File: config.mk
export PLATFORM = sky130hd
export DESIGN_NAME = imem_program_loader
export DESIGN_NICKNAME = d
export VERILOG_FILES = /design/src/rtl/imem_program_loader.sv
export SDC_FILE = /design/constraint.sdc
export NUM_CORES = 1
export LEC_CHECK = 0
export CAP_MARGIN = 20
export CORE_MARGIN = 2
export CORE_UTILIZATION = 50
export CTS_CLUSTER_SIZE = 16
export DETAILED_ROUTE_END_ITERATION = 12
export GPL_ROUTABILITY_DRIVEN = 0
export HOLD_SLACK_MARGIN = 0.06
export PLACE_DENSITY = 0.85
export SETUP_SLACK_MARGIN = 0.1
export SYNTH_ARGS = -nofsm -noshare
export SYNTH_HDL_FRONTEND = slang
export SYNTH_SLANG_ARGS = --single-unit
File: constraint.sdc
create_clock -name clk -period 5.3 [get_ports clk]
set_input_delay 1.06 -clock clk [delete_from_list [all_inputs] [get_ports clk]]
set_output_delay 1.06 -clock clk [all_outputs]
set_load 0.005 [all_outputs]
File: src/rtl/imem_program_loader.sv
// imem_program_loader: streams a program image into instruction memory
// through its debug port, optionally reads it back and compares checksums,
// and holds the core in reset until the image is in place.
//
// Ports:
//   clk, reset              clock (rising edge), async active-high reset
//   start, abort            control pulses (abort has priority over start)
//   base_addr, word_count   image placement and length, latched on start
//   verify_en               read back and compare checksums after loading
//   s_valid/s_data/s_ready  host word stream, one word per cycle max
//   dbg_en/we/addr/wdata    instruction memory debug port requests
//   dbg_rdata               debug read data, one cycle after the request
//   core_hold               keeps the processor in reset while 1
//   busy, done, error       status; done/error held until the next start
//   err_code                0 none, 1 bad count, 2 verify mismatch, 3 timeout
//   load_count              words accepted in the current load
module imem_program_loader #(
    parameter int          CNT_W         = 16,
    parameter int unsigned MAX_WORDS     = 1024,
    parameter int unsigned TIMEOUT       = 0,
    parameter bit          HOLD_ON_RESET = 1'b1
) (
    input  logic             clk,
    input  logic             reset,
    input  logic             start,
    input  logic             abort,
    input  logic [31:0]      base_addr,
    input  logic [CNT_W-1:0] word_count,
    input  logic             verify_en,
    input  logic             s_valid,
    input  logic [31:0]      s_data,
    output logic             s_ready,
    output logic             dbg_en,
    output logic             dbg_we,
    output logic [31:0]      dbg_addr,
    output logic [31:0]      dbg_wdata,
    input  logic [31:0]      dbg_rdata,
    output logic             core_hold,
    output logic             busy,
    output logic             done,
    output logic             error,
    output logic [1:0]       err_code,
    output logic [CNT_W-1:0] load_count
);

    localparam logic [2:0] S_IDLE     = 3'd0;
    localparam logic [2:0] S_LOAD     = 3'd1;
    localparam logic [2:0] S_RD_ISSUE = 3'd2;
    localparam logic [2:0] S_RD_CHECK = 3'd3;
    localparam logic [2:0] S_COMPARE  = 3'd4;
    localparam logic [2:0] S_DONE     = 3'd5;
    localparam logic [2:0] S_ERROR    = 3'd6;

    localparam logic [1:0] E_NONE    = 2'd0;
    localparam logic [1:0] E_COUNT   = 2'd1;
    localparam logic [1:0] E_VERIFY  = 2'd2;
    localparam logic [1:0] E_TIMEOUT = 2'd3;

    localparam logic [CNT_W-1:0] CNT_ONE = CNT_W'(1);

    logic [2:0]       state_q, state_d;
    logic [31:0]      base_q, base_d;
    logic [CNT_W-1:0] count_q, count_d;
    logic             verify_q, verify_d;
    logic [CNT_W-1:0] load_count_q, load_count_d;
    logic [CNT_W-1:0] vcount_q, vcount_d;
    logic [31:0]      wsum_q, wsum_d;
    logic [31:0]      rsum_q, rsum_d;
    logic [31:0]      idle_q, idle_d;
    logic             done_q, done_d;
    logic             error_q, error_d;
    logic [1:0]       err_code_q, err_code_d;
    logic             core_hold_q, core_hold_d;

    logic             in_load;
    logic             accept;
    logic             can_start;
    logic             count_bad;
    logic             last_load;
    logic             last_read;
    logic             unused_base_lo;

    // Byte offset of word index idx; the add into base wraps mod 2^32.
    function automatic logic [31:0] word_off(input logic [CNT_W-1:0] idx);
        logic [31:0] w;
        w = 32'(idx);
        return w << 2;
    endfunction

    assign unused_base_lo = ^base_addr[1:0];

    assign in_load   = (state_q == S_LOAD);
    assign accept    = in_load && s_valid;
    assign can_start = (state_q == S_IDLE) || (state_q == S_DONE) ||
                       (state_q == S_ERROR);
    assign count_bad = (word_count == '0) ||
                       (32'(word_count) > 32'(MAX_WORDS));
    assign last_load = ((load_count_q + CNT_ONE) == count_q);
    assign last_read = ((vcount_q + CNT_ONE) == count_q);

    assign s_ready    = in_load;
    assign busy       = in_load || (state_q == S_RD_ISSUE) ||
                        (state_q == S_RD_CHECK) || (state_q == S_COMPARE);
    assign done       = done_q;
    assign error      = error_q;
    assign err_code   = err_code_q;
    assign core_hold  = core_hold_q;
    assign load_count = load_count_q;

    // Writes are combinational so the memory captures the word on the
    // same edge the stream handshake completes.
    always_comb begin
        dbg_en    = 1'b0;
        dbg_we    = 1'b0;
        dbg_addr  = '0;
        dbg_wdata = '0;
        if (accept) begin
            dbg_en    = 1'b1;
            dbg_we    = 1'b1;
            dbg_addr  = base_q + word_off(load_count_q);
            dbg_wdata = s_data;
        end else if (state_q == S_RD_ISSUE) begin
            dbg_en   = 1'b1;
            dbg_addr = base_q + word_off(vcount_q);
        end
    end

    always_comb begin
        state_d      = state_q;
        base_d       = base_q;
        count_d      = count_q;
        verify_d     = verify_q;
        load_count_d = load_count_q;
        vcount_d     = vcount_q;
        wsum_d       = wsum_q;
        rsum_d       = rsum_q;
        idle_d       = idle_q;
        done_d       = done_q;
        error_d      = error_q;
        err_code_d   = err_code_q;
        core_hold_d  = core_hold_q;

        unique case (state_q)
            S_IDLE, S_DONE, S_ERROR: begin
                if (start && can_start) begin
                    base_d       = {base_addr[31:2], 2'b00};
                    count_d      = word_count;
                    verify_d     = verify_en;
                    load_count_d = '0;
                    vcount_d     = '0;
                    wsum_d       = '0;
                    rsum_d       = '0;
                    idle_d       = '0;
                    done_d       = 1'b0;
                    error_d      = 1'b0;
                    err_code_d   = E_NONE;
                    core_hold_d  = 1'b1;
                    if (count_bad) begin
                        state_d    = S_ERROR;
                        error_d    = 1'b1;
                        err_code_d = E_COUNT;
                    end else begin
                        state_d = S_LOAD;
                    end
                end
            end
            S_LOAD: begin
                if (s_valid) begin
                    load_count_d = load_count_q + CNT_ONE;
                    wsum_d       = wsum_q + s_data;
                    idle_d       = '0;
                    if (last_load) begin
                        if (verify_q) begin
                            state_d = S_RD_ISSUE;
                        end else begin
                            state_d     = S_DONE;
                            done_d      = 1'b1;
                            core_hold_d = 1'b0;
                        end
                    end
                end else if (TIMEOUT != 0) begin
                    idle_d = idle_q + 32'd1;
                    if (idle_d == TIMEOUT) begin
                        state_d    = S_ERROR;
                        error_d    = 1'b1;
                        err_code_d = E_TIMEOUT;
                    end
                end
            end
            S_RD_ISSUE: begin
                state_d = S_RD_CHECK;
            end
            S_RD_CHECK: begin
                rsum_d   = rsum_q + dbg_rdata;
                vcount_d = vcount_q + CNT_ONE;
                state_d  = last_read ? S_COMPARE : S_RD_ISSUE;
            end
            S_COMPARE: begin
                if (rsum_q == wsum_q) begin
                    state_d     = S_DONE;
                    done_d      = 1'b1;
                    core_hold_d = 1'b0;
                end else begin
                    state_d    = S_ERROR;
                    error_d    = 1'b1;
                    err_code_d = E_VERIFY;
                end
            end
            default: begin
                state_d = S_IDLE;
            end
        endcase

        // Abort overrides everything, including a simultaneous start.
        if (abort) begin
            state_d     = S_IDLE;
            core_hold_d = 1'b1;
            done_d      = 1'b0;
            error_d     = 1'b0;
            err_code_d  = E_NONE;
        end
    end

    always_ff @(posedge clk or posedge reset) begin
        if (reset) begin
            state_q      <= S_IDLE;
            base_q       <= '0;
            count_q      <= '0;
            verify_q     <= 1'b0;
            load_count_q <= '0;
            vcount_q     <= '0;
            wsum_q       <= '0;
            rsum_q       <= '0;
            idle_q       <= '0;
            done_q       <= 1'b0;
            error_q      <= 1'b0;
            err_code_q   <= E_NONE;
            core_hold_q  <= HOLD_ON_RESET;
        end else begin
            state_q      <= state_d;
            base_q       <= base_d;
            count_q      <= count_d;
            verify_q     <= verify_d;
            load_count_q <= load_count_d;
            vcount_q     <= vcount_d;
            wsum_q       <= wsum_d;
            rsum_q       <= rsum_d;
            idle_q       <= idle_d;
            done_q       <= done_d;
            error_q      <= error_d;
            err_code_q   <= err_code_d;
            core_hold_q  <= core_hold_d;
        end
    end

endmodule

After elaboration in Yosys (flattened, before gate mapping). Index checks and enable logic that the tools add are counted.

Register bits after elaboration: 151. Input bits: 118. Output and inout port bits: 89. Logic and storage cells: 104.

Add/sub/neg operators: 6. $lt $le $gt $ge: 1. Equality and inequality tests: 17. Muxes and demuxes: 47. Reduce and logical (&&, ||, !) cells: 21.

Operators by type and width (count): 2-to-1 mux 32 bit (5); one-hot mux 32 bit (2 select lines) (2); adder 32 x 18 -> 32 bit (2); adder 32 bit (2); one-hot mux 16 bit (2 select lines) (2); adder 16 x 1 -> 16 bit (second input constant) (2); == test 16 bit (2); == test 32 bit (1); 2-to-1 mux 16 bit (2); 2-to-1 mux 3 bit (7); 2-to-1 mux 1 bit (20); > comparator 16 x 11 -> 1 bit (second input constant) (1); zero test 16 bit (1); one-hot mux 3 bit (5 select lines) (1); != test 3 bit (second input constant) (4); == test 3 bit (second input constant) (3); AND reduction 3 bit (3); 2-to-1 mux 2 bit (4); == test 3 x 2 -> 1 bit (second input constant) (2); logical OR 1 bit (6); != test 3 x 2 -> 1 bit (second input constant) (2); one-hot mux 1 bit (3 select lines) (2); AND reduction 6 bit (1); != test 2 bit (second input constant) (2); 10 further kinds (13).

Depth between registers and ports, before layout. Gate-level depths: netlist of the first run.

Word-level depth: 7. Depth in mapped cells: 13. Mapped depth without buffers: 13.

Worst setup path before layout of the first run. No wires, ideal clock.

Kind: register to output. From: register vcount_q[0]. To: output port dbg_addr[24]. Data arrival time: 2864 ps. Required time: 4240 ps. Slack: 1376 ps. Cell stages (with the launch flop): 14. Path buffers: 0. Path through: dfrtp_1 ha_1 inv_1 fa_1 nor2b_1 o21a_1 o21ai_0 a311o_1 a211o_1 a31o_2 nor2b_1 a32o_1 a31oi_1 a31oi_1.

Longest elaborated chain between the ends: 3.

RTL lines: from (decl) (line 66) `logic [CNT_W-1:0] vcount_q, vcount_d;`; from (signal assigned) (line 245) `vcount_q <= vcount_d;`; adder 32 x 18 -> 32 bit (line 124) `dbg_addr = base_q + word_off(vcount_q);`; 2-to-1 mux 32 bit (line 122) `end else if (state_q == S_RD_ISSUE) begin`; 2-to-1 mux 32 bit (line 117) `if (accept) begin`; to (decl) (line 35) `output logic [31:0] dbg_addr,`.

No other way between the ends.

Final worst setup path of the first run.
From: register load_count_q[0] (netlist: load_count[0]). To: output port dbg_addr[22].

Longest elaborated chain between the ends: 2.

RTL lines: from (decl) (line 65) `logic [CNT_W-1:0] load_count_q, load_count_d;`; from (signal assigned) (line 244) `load_count_q <= load_count_d;`; adder 32 x 18 -> 32 bit (line 120) `dbg_addr = base_q + word_off(load_count_q);`; 2-to-1 mux 32 bit (line 117).

No other way between the ends.

==> metrics.md, run 1 <==
| Metric | Value |
|---|---|
| Outcome | `complete, no violations` |
| Filler cell count | `2088` |
| Detailed-route DRC error count | `0` |
| Element type at the critical path end | `output port` |
| Required time of the critical path | `approximately 4.2 ns` |
| Max Clock Skew | `0.0130 ns` |
| Final TNS setup | `0 ns` |
| Global-route wire length before repair | `about 60 mm` |
| Cell area after technology mapping | `0.0127 sq mm` |
| Largest net degree at the start of global routing | `around 100` |
| Worst-skew pair later-pin latency | `0.43 ns` |
| Highest achievable clock rate | `between 150 and 200 MHz` |
| Post-synthesis sequential element count | `151` |
| Share of the synthesized area in the top cell type | `0.295` |
| Initial Utilization | `0.506` |
| TritonCTS clock tree | `yes` |
| Count of input and output buffers | `a little over 200` |
| Floorplan die width | `roughly 160 um` |
| HPWL Detailed | `between 20 and 30 mm` |
| Final antenna-violating net count | `0` |
| DIE HEIGHT | `about 160 um` |
| Detailed Route WL | `about 38 mm` |
| Delay contributed by the slowest stage of the critical path | `just under 0.6 ns` |
| Initial antenna violation count | `0` |
| Max capacitance violation total | `0` |
| Share of layout cells above drive strength 1 | `0.0526` |
| Number of buffers created by CTS | `17` |
| Slew at the pin closest to its max-slew limit | `around 1.0 ns` |
| Setup repair after global routing missed its margin | `false` |
| Final instance area | `0.0157 sq mm` |
| Syn_area_per_cell | `just over 8 sq um` |
| Time the final worst path needs with I/O delays and setup | `5.04 ns` |
| Sequential cell area fraction in the yosys report | `0.297` |
| Largest buffer count on any clock path | `2` |
| Total vias in the final route | `roughly 13000` |
| CTS Hold Buffers Added | `0` |
| Total number of clock tree sinks | `151` |
| GRT Util Overall | `0.283` |
| Maximum VDD drop | `roughly 320 uV` |
| Count of H-tree levels built during CTS | `4` |
| First-pass iteration count of the detailed router | `5` |
| Vias in the first global route | `~12000` |
| Diode count | `0` |
| Number of enable-type register cells in the synthesized netlist | `0` |
| Largest delay contributor family on the critical path | `compound AO/OA/AOI/OAI gates` |
| Most area-consuming cells after synthesis | `sky130_fd_sc_hd__dfrtp_1 30%, sky130_fd_sc_hd__ha_1 9.4%, sky130_fd_sc_hd__xnor2_1 7.5%` |
| Finish-stage setup viols | `0` |
| Leakage | `between 7 and 8 nW` |
| Type of the worst setup path | `flop to output port` |
| Post-route fraction of the period consumed by the critical path | `0.951` |
| Top-Level Pins | `around 210` |
| Critical path launch point type | `flop` |
| Most frequently used flop master after synthesis | `sky130_fd_sc_hd__dfrtp_1` |
| Series of cell instances along the critical path | `ha_1, inv_1, fa_1, nor2b_1, o21a_1, o21ai_0, a21oi_1, o21a_1, o211ai_1, a31oi_2, a21oi_1, o31ai_1, clkdlybuf4s50_1` |
| Count of cell types in the netlist | `89` |
| Total gr overflow | `0` |
| Number of max-slew violations in the final report | `0` |
| Fin. Hold Viols | `0` |
| Power density over cell area | `~500 mW/mm^2` |
| Clk root buf | `sky130_fd_sc_hd__clkbuf_16` |
| Relative slew slack | `0.318` |
| CP arrival | `3.98 ns` |
| Fraction of synthesis flops using an asynchronous set or reset pin | `1.00` |
| Clock transition at the registers of the reported paths | `approximately 0.06 ns` |
| Number of warnings issued by yosys | `0` |
| Synthesized instance count | `between 1500 and 2000` |
| Via/cell ratio | `6.11` |
| Cell Count, Final, Fillers Out | `just over 2000` |
| Slowest library cell on the worst path | `sky130_fd_sc_hd__clkdlybuf4s50_1` |
| Total die area | `about 0.027 sq mm` |
| Area of the core region | `0.0251 sq mm` |
| Largest fanout of any net on the critical path | `8` |
| Hold WC Path Type | `flop to flop` |
| Core Rows | `a little under 60` |
| CP bufs+invs | `2` |
| Number of design-rule violations left by the first detailed-router iteration | `between 1000 and 1500` |
| Placed Cells | `2044` |
| Average wire per cell in the routed design | `around 18 um` |
| Layout Area Growth over Synthesis | `23.4%` |
| Post-placement cell area | `about 0.015 sq mm` |
| Number of nets in the layout | `just under 2000` |
| Top cell type by total area after synthesis | `sky130_fd_sc_hd__dfrtp_1` |
[cells in the final DEF, fill, tap and decap left out, types with 5 or more instances in the layout]
master,netlist,final
sky130_fd_sc_hd__nand3_1,87,87
sky130_fd_sc_hd__and3_1,48,48
sky130_fd_sc_hd__o21a_1,9,9
sky130_fd_sc_hd__a21oi_1,95,95
sky130_fd_sc_hd__nor2b_1,11,9
sky130_fd_sc_hd__nor4_1,6,6
sky130_fd_sc_hd__o21bai_1,17,17
sky130_fd_sc_hd__a311oi_1,5,5
sky130_fd_sc_hd__nor3_1,17,15
sky130_fd_sc_hd__mux2i_1,5,5
sky130_fd_sc_hd__o21ai_0,150,150
sky130_fd_sc_hd__clkbuf_16,0,17
sky130_fd_sc_hd__a211oi_1,11,11
sky130_fd_sc_hd__a31o_2,6,6
sky130_fd_sc_hd__or3_1,7,7
sky130_fd_sc_hd__xnor2_1,109,109
sky130_fd_sc_hd__o22ai_1,13,13
sky130_fd_sc_hd__xor2_1,54,54
sky130_fd_sc_hd__ha_1,96,96
sky130_fd_sc_hd__nand2b_1,12,11
sky130_fd_sc_hd__nand4_1,20,20
sky130_fd_sc_hd__dfrtp_1,150,148
sky130_fd_sc_hd__clkdlybuf4s50_1,0,202
sky130_fd_sc_hd__o41ai_1,5,5
sky130_fd_sc_hd__a31oi_1,20,18
sky130_fd_sc_hd__inv_1,43,42
sky130_fd_sc_hd__o31ai_1,26,26
sky130_fd_sc_hd__buf_4,3,19
sky130_fd_sc_hd__a21o_1,36,36
sky130_fd_sc_hd__and4_1,5,5
sky130_fd_sc_hd__nand2_1,243,241
sky130_fd_sc_hd__nor2_1,82,82
sky130_fd_sc_hd__and2_1,14,14
sky130_fd_sc_hd__nor4b_1,5,5
sky130_fd_sc_hd__o211ai_1,8,8
[worst reg2reg max path, stage by stage, from the launching register on]
cell                       delay, ns
sky130_fd_sc_hd__dfrtp_1        0.41
sky130_fd_sc_hd__ha_1           0.24
sky130_fd_sc_hd__fa_1           0.42
sky130_fd_sc_hd__a21o_1         0.17
sky130_fd_sc_hd__a21oi_1        0.25
sky130_fd_sc_hd__o21ai_0        0.28
sky130_fd_sc_hd__a32oi_1        0.42
sky130_fd_sc_hd__a31o_2         0.27
sky130_fd_sc_hd__o311a_1        0.25
sky130_fd_sc_hd__o221ai_1       0.13
sky130_fd_sc_hd__a21oi_1        0.20
sky130_fd_sc_hd__xnor2_1        0.09
sky130_fd_sc_hd__a22o_1         0.18
[cells in the mapped netlist, types with 5 or more instances]
cell type	count
sky130_fd_sc_hd__nand2_1	243
sky130_fd_sc_hd__dfrtp_1	150
sky130_fd_sc_hd__o21ai_0	150
sky130_fd_sc_hd__xnor2_1	109
sky130_fd_sc_hd__ha_1	96
sky130_fd_sc_hd__a21oi_1	95
sky130_fd_sc_hd__nand3_1	87
sky130_fd_sc_hd__nor2_1	82
sky130_fd_sc_hd__clkbuf_1	57
sky130_fd_sc_hd__xor2_1	54
sky130_fd_sc_hd__and3_1	48
sky130_fd_sc_hd__inv_1	43
sky130_fd_sc_hd__a21o_1	36
sky130_fd_sc_hd__o31ai_1	26
sky130_fd_sc_hd__a31oi_1	20
sky130_fd_sc_hd__nand4_1	20
sky130_fd_sc_hd__nor3_1	17
sky130_fd_sc_hd__o21bai_1	17
sky130_fd_sc_hd__and2_1	14
sky130_fd_sc_hd__o22ai_1	13
sky130_fd_sc_hd__nand2b_1	12
sky130_fd_sc_hd__a211oi_1	11
sky130_fd_sc_hd__nor2b_1	11
sky130_fd_sc_hd__o21a_1	9
sky130_fd_sc_hd__o211ai_1	8
sky130_fd_sc_hd__or3_1	7
sky130_fd_sc_hd__a31o_2	6
sky130_fd_sc_hd__buf_1	6
sky130_fd_sc_hd__nor4_1	6
sky130_fd_sc_hd__a311oi_1	5
sky130_fd_sc_hd__and4_1	5
sky130_fd_sc_hd__mux2i_1	5
sky130_fd_sc_hd__nor4b_1	5
sky130_fd_sc_hd__o41ai_1	5
[logic make-up (layout without fill, tap and decap cells)]
logic type	after synthesis	count (layout)	synth area share
adder cells (fa/ha/maj)	101	101	0.102
AND/OR/NAND/NOR	576	576	0.217
AO/OA/AOI/OAI	452	452	0.230
flip-flops	151	151	0.297
XOR/XNOR	163	163	0.112
buffers and inverters	114	297	0.0359
multiplexers	6	6	0.00482
other	1	2	0.000295
[final timing paths]
| path | start | cells past startpoint | to | slack (ns) |
|---|---|---|---|---|
| max in group asynchronous | reset | 3 | rsum_q[7] | 3.11 |
| worst max register to register | rsum_q[0] | 12 | rsum_q[30] | 1.88 |
| min in group asynchronous | reset | 2 | base_q[5] | 1.19 |
| worst max-delay path | load_count[0] | 13 | dbg_addr[22] | 0.26 |
| worst min-delay path | core_hold | 2 | core_hold | 0.47 |
| worst min register to register | core_hold | 2 | core_hold | 0.47 |
[flip-flops by register name, indices dropped and copies added (netlist names), 2 cells and up]
register    count
state_q         3
base_q         30
load_count     16
rsum_q         32
count_q        16
err_code        2
wsum_q         32
vcount_q       16
[per-layer routing]
metal	routed length (um)	track usage	up-vias
li1	-	-	5997
met1	16300	0.390	6014
met2	17500	0.451	588
met3	2800	0.0432	90
met4	1140	0.100	0
met5	0	0	-
[power by group]
part           internal (mW)  switching (mW)
Sequential              1.58           0.605
Clock                  0.738           0.532
Combinational           1.97            2.44
[metrics by stage]
stage,utilization,worst slack [ns],total power [mW],hold slack [ns]
global placement,0.599,0.621,6.30,0.456
floorplan,-,0.177,5.12,0.454
finish,0.625,0.258,7.87,0.468
CTS,0.623,0.105,7.79,0.471
detailed placement,0.599,0.548,6.49,0.461
global route,0.625,0.103,8.46,0.488
[area by class of cell]
| type | count | area, sq um | area share |
|---|---|---|---|
| clock buffers | 20 | 467 | 0.0297 |
| inverters | 44 | 170 | 0.0108 |
| multi-input cells | 1300 | 8550 | 0.545 |
| repair buffers | 221 | 2160 | 0.138 |
| clock inverters | 12 | 143 | 0.00909 |
| well taps | 330 | 413 | 0.0263 |
| flip-flops and latches | 151 | 3780 | 0.241 |
[what timing repair did]
item / in CTS / in global routing
resized for setup: 1 / 7
endpoints found under the setup margin: 2 / 14
setup buffers: 0 / 2
Power figures use the tool's default switching activity.
==> inputs of run 2 (changes only) <==
--- a/config.mk
+++ b/config.mk
@@ -10,2 +10,3 @@
 export CORE_UTILIZATION = 50
+export CTS_BUF_LIST = sky130_fd_sc_hd__clkbuf_2
 export CTS_CLUSTER_SIZE = 16
--- a/constraint.sdc
+++ b/constraint.sdc
@@ -3,2 +3,2 @@
 set_output_delay 1.06 -clock clk [all_outputs]
-set_load 0.005 [all_outputs]
+set_load 0.05 [all_outputs]
==> metrics.md, run 2 (synthesis results as in run 1) <==
| Metric | Value |
|---|---|
| Type of the worst setup path | `flop to output port` |
| Post-route fraction of the period consumed by the critical path | `0.958 (+0.00651)` |
| Final antenna-violating net count | `0 (unchanged)` |
| HPWL Detailed | `27.6 mm (-0.47%)` |
| Floorplan die width | `163 um (unchanged)` |
| Vias in the first global route | `11900 (-0.90%)` |
| TritonCTS clock tree | `yes` |
| Number of nets in the layout | `1955 (+0.10%)` |
| Total die area | `0.0267 sq mm (unchanged)` |
| Element type at the critical path end | `output port` |
| Clk root buf | `sky130_fd_sc_hd__clkbuf_2` |
| Largest registers | `rsum_q x32, wsum_q x32, base_q x30` |
| Count of input and output buffers | `202 (unchanged)` |
| Worst Hold Slack | `0.479 ns (+0.0104 ns)` |
| Terminating pin of the worst hold path | `core_hold` |
| Count of H-tree levels built during CTS | `4 (unchanged)` |
| Initial Utilization | `0.506 (unchanged)` |
| Largest net degree at the start of global routing | `89 (-10%)` |
| Top library cells by usage in the layout, fill and taps aside | `241 x sky130_fd_sc_hd__nand2_1, 170 x sky130_fd_sc_hd__clkdlybuf4s50_1, 146 x sky130_fd_sc_hd__o21ai_0, 146 x sky130_fd_sc_hd__dfrtp_1, 109 x sky130_fd_sc_hd__xnor2_1` |
| Number of design-rule violations left by the first detailed-router iteration | `1010 (-28%)` |
| Power density over cell area | `522 mW/mm^2 (+4.0%)` |
| Worst setup path startpoint | `load_count[1]` |
| First-pass iteration count of the detailed router | `6 (+1)` |
| Reg2Reg Launch Point | `rsum_q[1]` |
| Average wire per cell in the routed design | `18.1 um (-0.58%)` |
| Max capacitance violation total | `0 (unchanged)` |
| CTS Hold Buffers Added | `0 (unchanged)` |
| Number of buffers created by CTS | `17 (unchanged)` |
| Time the final worst path needs with I/O delays and setup | `5.08 ns (+0.0345 ns)` |
| Outcome | `complete, no violations` |
| Relative slew slack | `0.331 (+0.0124)` |
| Global-route wire length before repair | `59.1 mm (-2.8%)` |
| Final TNS setup | `0 ns (unchanged)` |
| Detailed Route WL | `37.5 mm (-0.48%)` |
| DIE HEIGHT | `163 um (unchanged)` |
| Detailed-route DRC error count | `0 (unchanged)` |
| Maximum VDD drop | `479 uV (+50%)` |
| Top-Level Pins | `207 (unchanged)` |
| Hold WC Path Type | `flop to flop` |
| Required time of the critical path | `4.24 ns (about the same)` |
| Worst-skew pair later-pin latency | `0.79 ns (+0.36 ns)` |
| Number of max-slew violations in the final report | `0 (unchanged)` |
| Max Clock Skew | `0.0655 ns (+0.0525 ns)` |
| Slew at the pin closest to its max-slew limit | `1.00 ns (-0.0185 ns)` |
| Finish-stage setup viols | `0 (unchanged)` |
| Total number of clock tree sinks | `151 (unchanged)` |
| Setup repair after global routing missed its margin | `true` |
| Reg2Reg Setup Slack | `1.89 ns (about the same)` |
| Highest achievable clock rate | `197 MHz (-0.68%)` |
| Critical path launch point type | `flop` |
| Core Rows | `58 (unchanged)` |
| Largest fanout of any net on the critical path | `7 (-1)` |
| Reg-to-Reg End | `rsum_q[31]` |
| Initial antenna violation count | `1 (+1)` |
| Worst Hold Path Cells | `2 (unchanged)` |
| Largest buffer count on any clock path | `2 (unchanged)` |
| Leakage | `7.12 nW (+0.96%)` |
| Total gr overflow | `0 (unchanged)` |
| Share of layout cells above drive strength 1 | `0.0818 (+0.0291)` |
| Layout Area Growth over Synthesis | `24.3%` |
| Total vias in the final route | `12600 (-0.43%)` |
| Most common library cell in the layout ignoring fill and taps | `sky130_fd_sc_hd__nand2_1` |
| Number of cells traversed by the worst register-to-register path | `11 (-1)` |
| Via/cell ratio | `6.07 (-0.52%)` |
| Fin. Hold Viols | `0 (unchanged)` |
| GRT Util Overall | `0.276 (-0.00663)` |
| CP arrival | `4.02 ns (+0.04 ns)` |
| Area of the core region | `0.0251 sq mm (unchanged)` |
| Hold Crit Start | `core_hold` |
| Clock transition at the registers of the reported paths | `0.25 ns (+0.19 ns)` |
-- run 2: how the worst max path moves through the flow --
stage,depth (start not counted),slack [ns],to
2_1_floorplan,1,0.18,base_q[10]
3_3_place_gp,14,0.78,dbg_addr[24]
3_5_place_dp,14,0.71,dbg_addr[24]
4_1_cts,13,0.06,dbg_addr[30]
5_1_grt,14,0.02,dbg_addr[24]
6_report,11,0.22,dbg_addr[31]
-- run 2: cell type report --
class	instances	area [sq um]
repair buffers	223	2470
flip-flops and latches	151	3780
clock buffers	19	95.1
well taps	330	413
clock inverters	12	201
fillers	2064	9310
multi-input cells	1300	8660
diodes	1	2.50
inverters	44	170
-- run 2: what timing repair did --
item | 4_1_cts | 5_1_grt
setup endpoints to repair | 12 | 17
pin swaps | 1 | 7
gates resized for setup | 8 | 26
cloned | 0 | 0
setup buffers | 2 | 6
-- run 2: metrics by stage --
stage	std cells	area, sq um	util	worst slack (ns)	total power [mW]
floorplan	1565	12700	-	0.177	5.68
global placement	2040	15300	0.609	0.780	7.11
detailed placement	2040	15300	0.609	0.715	7.29
CTS	2073	15600	0.623	0.0565	8.14
global route	2080	15800	0.629	0.0207	8.83
finish	2080	15800	0.629	0.223	8.24
-- run 2: report_power, final --
part | internal, mW | total, mW | switching [mW]
registers | 1.57 | 2.18 | 0.609
clock network | 0.359 | 0.811 | 0.451
logic | 2.19 | 5.25 | 3.07
-- run 2: critical path, stage by stage (launching register included) --
cell and delay [ns]:
sky130_fd_sc_hd__dfrtp_2 0.53, sky130_fd_sc_hd__ha_1 0.31, sky130_fd_sc_hd__a21o_1 0.19, sky130_fd_sc_hd__a21o_1 0.23, sky130_fd_sc_hd__a2111oi_4 0.43, sky130_fd_sc_hd__o31ai_1 0.19, sky130_fd_sc_hd__a31o_2 0.32, sky130_fd_sc_hd__a31oi_4 0.29
sky130_fd_sc_hd__o2bb2ai_2 0.19, sky130_fd_sc_hd__a41oi_1 0.29, sky130_fd_sc_hd__a31oi_2 0.09, sky130_fd_sc_hd__buf_12 0.17
-- run 2: per-layer routing --
| metal | share of wire | vias to the layer above | global-route usage |
|---|---|---|---|
| li1 | - | 5992 | - |
| met1 | 0.43 | 5997 | 0.367 |
| met2 | 0.46 | 539 | 0.447 |
| met3 | 0.079 | 107 | 0.0498 |
| met4 | 0.034 | 0 | 0.108 |
| met5 | 0 | - | 0 |
==> inputs of run 3 (changes only) <==
Settings changed: CORE_UTILIZATION 50 to 40, GPL_TIMING_DRIVEN set to 0, PLACE_DENSITY 0.85 to 0.72.
==> metrics.md, run 3 (synthesis results as in run 1) <==
| Metric | Value |
|---|---|
| Switching power | `4.28 mW (+3.7%)` |
| Worst setup timing slack at the placement stage | `-0.528 ns (-1.24 ns)` |
| DIE HEIGHT | `182 um (+12%)` |
| Hold Crit Start | `core_hold` |
| Total gr overflow | `0 (unchanged)` |
| Number of max-slew violations in the final report | `0 (unchanged)` |
| Most common library cell in the layout ignoring fill and taps | `sky130_fd_sc_hd__nand2_1` |
| Number of nets in the layout | `2017 (+3.2%)` |
| Via/cell ratio | `5.78 (-4.9%)` |
| Largest registers | `rsum_q x32, wsum_q x32, base_q x30` |
| Top-Level Pins | `207 (unchanged)` |
| Core Rows | `65 (+12%)` |
| Post-placement cell area | `0.0153 sq mm (about the same)` |
| Vias in the first global route | `12300 (+3.5%)` |
| Leakage | `7.15 nW (+0.37%)` |
| Element type at the critical path end | `output port` |
| HPWL Detailed | `32.2 mm (+17%)` |
| Slowest library cell on the worst path | `sky130_fd_sc_hd__dfrtp_2` |
| Detailed Route WL | `42.0 mm (+12%)` |
| Hold WC Path Type | `flop to flop` |
| Highest achievable clock rate | `191 MHz (-3.1%)` |
| GRT Util Overall | `0.251 (-0.0253)` |
| Reg2Reg Launch Point | `rsum_q[1]` |
| Count of input and output buffers | `202 (unchanged)` |
| Clk root buf | `sky130_fd_sc_hd__clkbuf_2` |
| Max Clock Skew | `0.0432 ns (-0.0223 ns)` |
| Largest buffer count on any clock path | `2 (unchanged)` |
| Final antenna-violating net count | `0 (unchanged)` |
| Maximum VDD drop | `411 uV (-14%)` |
| Slew at the pin closest to its max-slew limit | `1.15 ns (+0.146 ns)` |
| Power share of the clock group | `0.081 (-0.017)` |
| Finish-stage setup viols | `0 (unchanged)` |
| Initial Utilization | `0.405 (-0.101)` |
| Count of H-tree levels built during CTS | `4 (unchanged)` |
| Post-route fraction of the period consumed by the critical path | `0.988 (+0.0302)` |
| Worst Hold Slack | `0.498 ns (+0.0192 ns)` |
| TritonCTS clock tree | `yes` |
| Register share of total power | `0.266 (about the same)` |
| Final setup margin | `0.0630 ns (-0.160 ns)` |
| Terminating pin of the worst hold path | `core_hold` |
| Delay contributed by the slowest stage of the critical path | `0.48 ns (-0.05 ns)` |
| Number of design-rule violations left by the first detailed-router iteration | `1116 (+10%)` |
| Average wire per cell in the routed design | `19.0 um (+5.0%)` |
| First-pass iteration count of the detailed router | `5 (-1)` |
| Internal power | `3.69 mW (-10%)` |
| Largest fanout of any net on the critical path | `5 (-2)` |
| Total number of clock tree sinks | `151 (unchanged)` |
| Filler cell count | `2999 (+45%)` |
| Total die area | `0.0332 sq mm (+24%)` |
| Top library cells by usage in the layout, fill and taps aside | `243 x sky130_fd_sc_hd__nand2_1, 171 x sky130_fd_sc_hd__clkdlybuf4s50_1, 145 x sky130_fd_sc_hd__o21ai_0, 144 x sky130_fd_sc_hd__dfrtp_1, 108 x sky130_fd_sc_hd__xnor2_1` |
| Type of the worst setup path | `flop to output port` |
| Worst-skew pair later-pin latency | `0.81 ns (+0.02 ns)` |
| Outcome | `complete, no violations` |
| Worst Hold Path Cells | `2 (unchanged)` |
| Switching power share of the total | `0.537 (+0.0365)` |
| Fin. Hold Viols | `0 (unchanged)` |
| Number of cells traversed by the worst register-to-register path | `11 (unchanged)` |
| Detailed-route DRC error count | `0 (unchanged)` |
| Largest net degree at the start of global routing | `89 (unchanged)` |
| Final instance area | `0.0157 sq mm (-0.48%)` |
| Clock transition at the registers of the reported paths | `0.26 ns (about the same)` |
| Time the final worst path needs with I/O delays and setup | `5.24 ns (+0.160 ns)` |
| CTS Hold Buffers Added | `0 (unchanged)` |
| Total vias in the final route | `12800 (+1.3%)` |
| Share of layout cells above drive strength 1 | `0.0734 (-0.00836)` |
| Layout Area Growth over Synthesis | `23.7%` |
| Relative slew slack | `0.231 (-0.0992)` |
| Power density over cell area | `507 mW/mm^2 (-2.9%)` |
| Global-route wire length before repair | `66.3 mm (+12%)` |
| Required time of the critical path | `4.24 ns (about the same)` |
| Setup repair after global routing missed its margin | `true` |
| Critical Path Most Common Cell | `sky130_fd_sc_hd__a31oi_1` |
| CP arrival | `4.18 ns (+0.16 ns)` |
| Reg2Reg Setup Slack | `1.79 ns (-0.10 ns)` |
| Logic gate share of total power | `0.653 (+0.016)` |
| Reg-to-Reg End | `rsum_q[31]` |
| Critical path launch point type | `flop` |
| Series of cell instances along the critical path | `ha_2, inv_2, fa_2, nor2b_1, o21a_1, o21ai_2, a311o_1, a211o_1, a31o_4, nor2b_4, a32o_2, a31oi_1, a31oi_1, buf_4` |
| Max capacitance violation total | `0 (unchanged)` |
| Floorplan die width | `182 um (+12%)` |
| Number of buffers created by CTS | `17 (unchanged)` |
| Area of the core region | `0.0314 sq mm (+25%)` |
| Initial antenna violation count | `2 (+1)` |
[run 3: changes by cell type in the layout (fill, tap and decap cells not counted), moves of 6 or more]
cell / delta
sky130_fd_sc_hd__buf_2: +8
sky130_fd_sc_hd__clkbuf_1: +55
sky130_fd_sc_hd__buf_12: -30
sky130_fd_sc_hd__dlymetal6s2s_1: +6
sky130_fd_sc_hd__buf_6: +8
[run 3: through the flow]
step	power, mW	utilization	TNS (ns)	std cells
3_3_place_gp	7.06	0.486	-322.95	2169
6_report	7.97	0.501	0	2215
2_1_floorplan	5.68	-	0	1565
5_1_grt	8.57	0.501	-0.128	2215
3_5_place_dp	7.20	0.487	-6.46	2170
4_1_cts	7.83	0.494	0	2205
[run 3: how the worst max path moves through the flow]
stage,start,end
5_1_grt,base_q[2],dbg_addr[24]
3_3_place_gp,reset,rsum_q[22]
4_1_cts,state_q[0],dbg_addr[14]
2_1_floorplan,reset,base_q[10]
6_report,vcount_q[0],dbg_addr[24]
3_5_place_dp,s_valid,dbg_addr[26]
[run 3: layout make-up]
type / count / area (sq um) / area share
Antenna cell: 1 / 2.50 / 0.000159
Buffer: 70 / 295 / 0.0188
Clock buffer: 17 / 85.1 / 0.00541
Clock inverter: 15 / 119 / 0.00756
Inverter: 44 / 170 / 0.0108
Multi-Input combinational cell: 1300 / 8650 / 0.550
Sequential cell: 151 / 3790 / 0.241
Tap cell: 402 / 503 / 0.0320
Timing Repair Buffer: 215 / 2110 / 0.134
[run 3: what timing repair did]
item | 4_1_cts | 5_1_grt
gates resized for setup | 105 | 72
pin swaps | 2 | 19
setup endpoints to repair | 32 | 25
cloned | 0 | 0
buffers inserted | 3 | 9
[run 3: worst max-delay path, delay by kind of cell, from the launching register on]
kind	cells	cell delay (ns)
flip-flops	1	0.48
adder cells (fa/ha/maj)	2	0.57
AND/OR/NAND/NOR	2	0.25
AO/OA/AOI/OAI	8	1.78
buffers and inverters	2	0.30
[run 3: metal layers]
layer,part of all wire,up-vias,wire (um),global-route usage
met4,0.027,2,1140,0.0777
met5,0.00038,-,16,0
met3,0.078,68,3270,0.0407
met2,0.45,530,19100,0.402
li1,-,6124,-,-
met1,0.44,6076,18500,0.347
[run 3: power groups by stage]
stage	Clock (mW)	Sequential [mW]	Combinational, mW
after detailed placement	0	2.12	5.08
after floorplan	0	1.99	3.69
after CTS	0.643	2.09	5.09
after global routing	0.700	2.17	5.70
final	0.642	2.12	5.21
after global placement	0	2.11	4.95
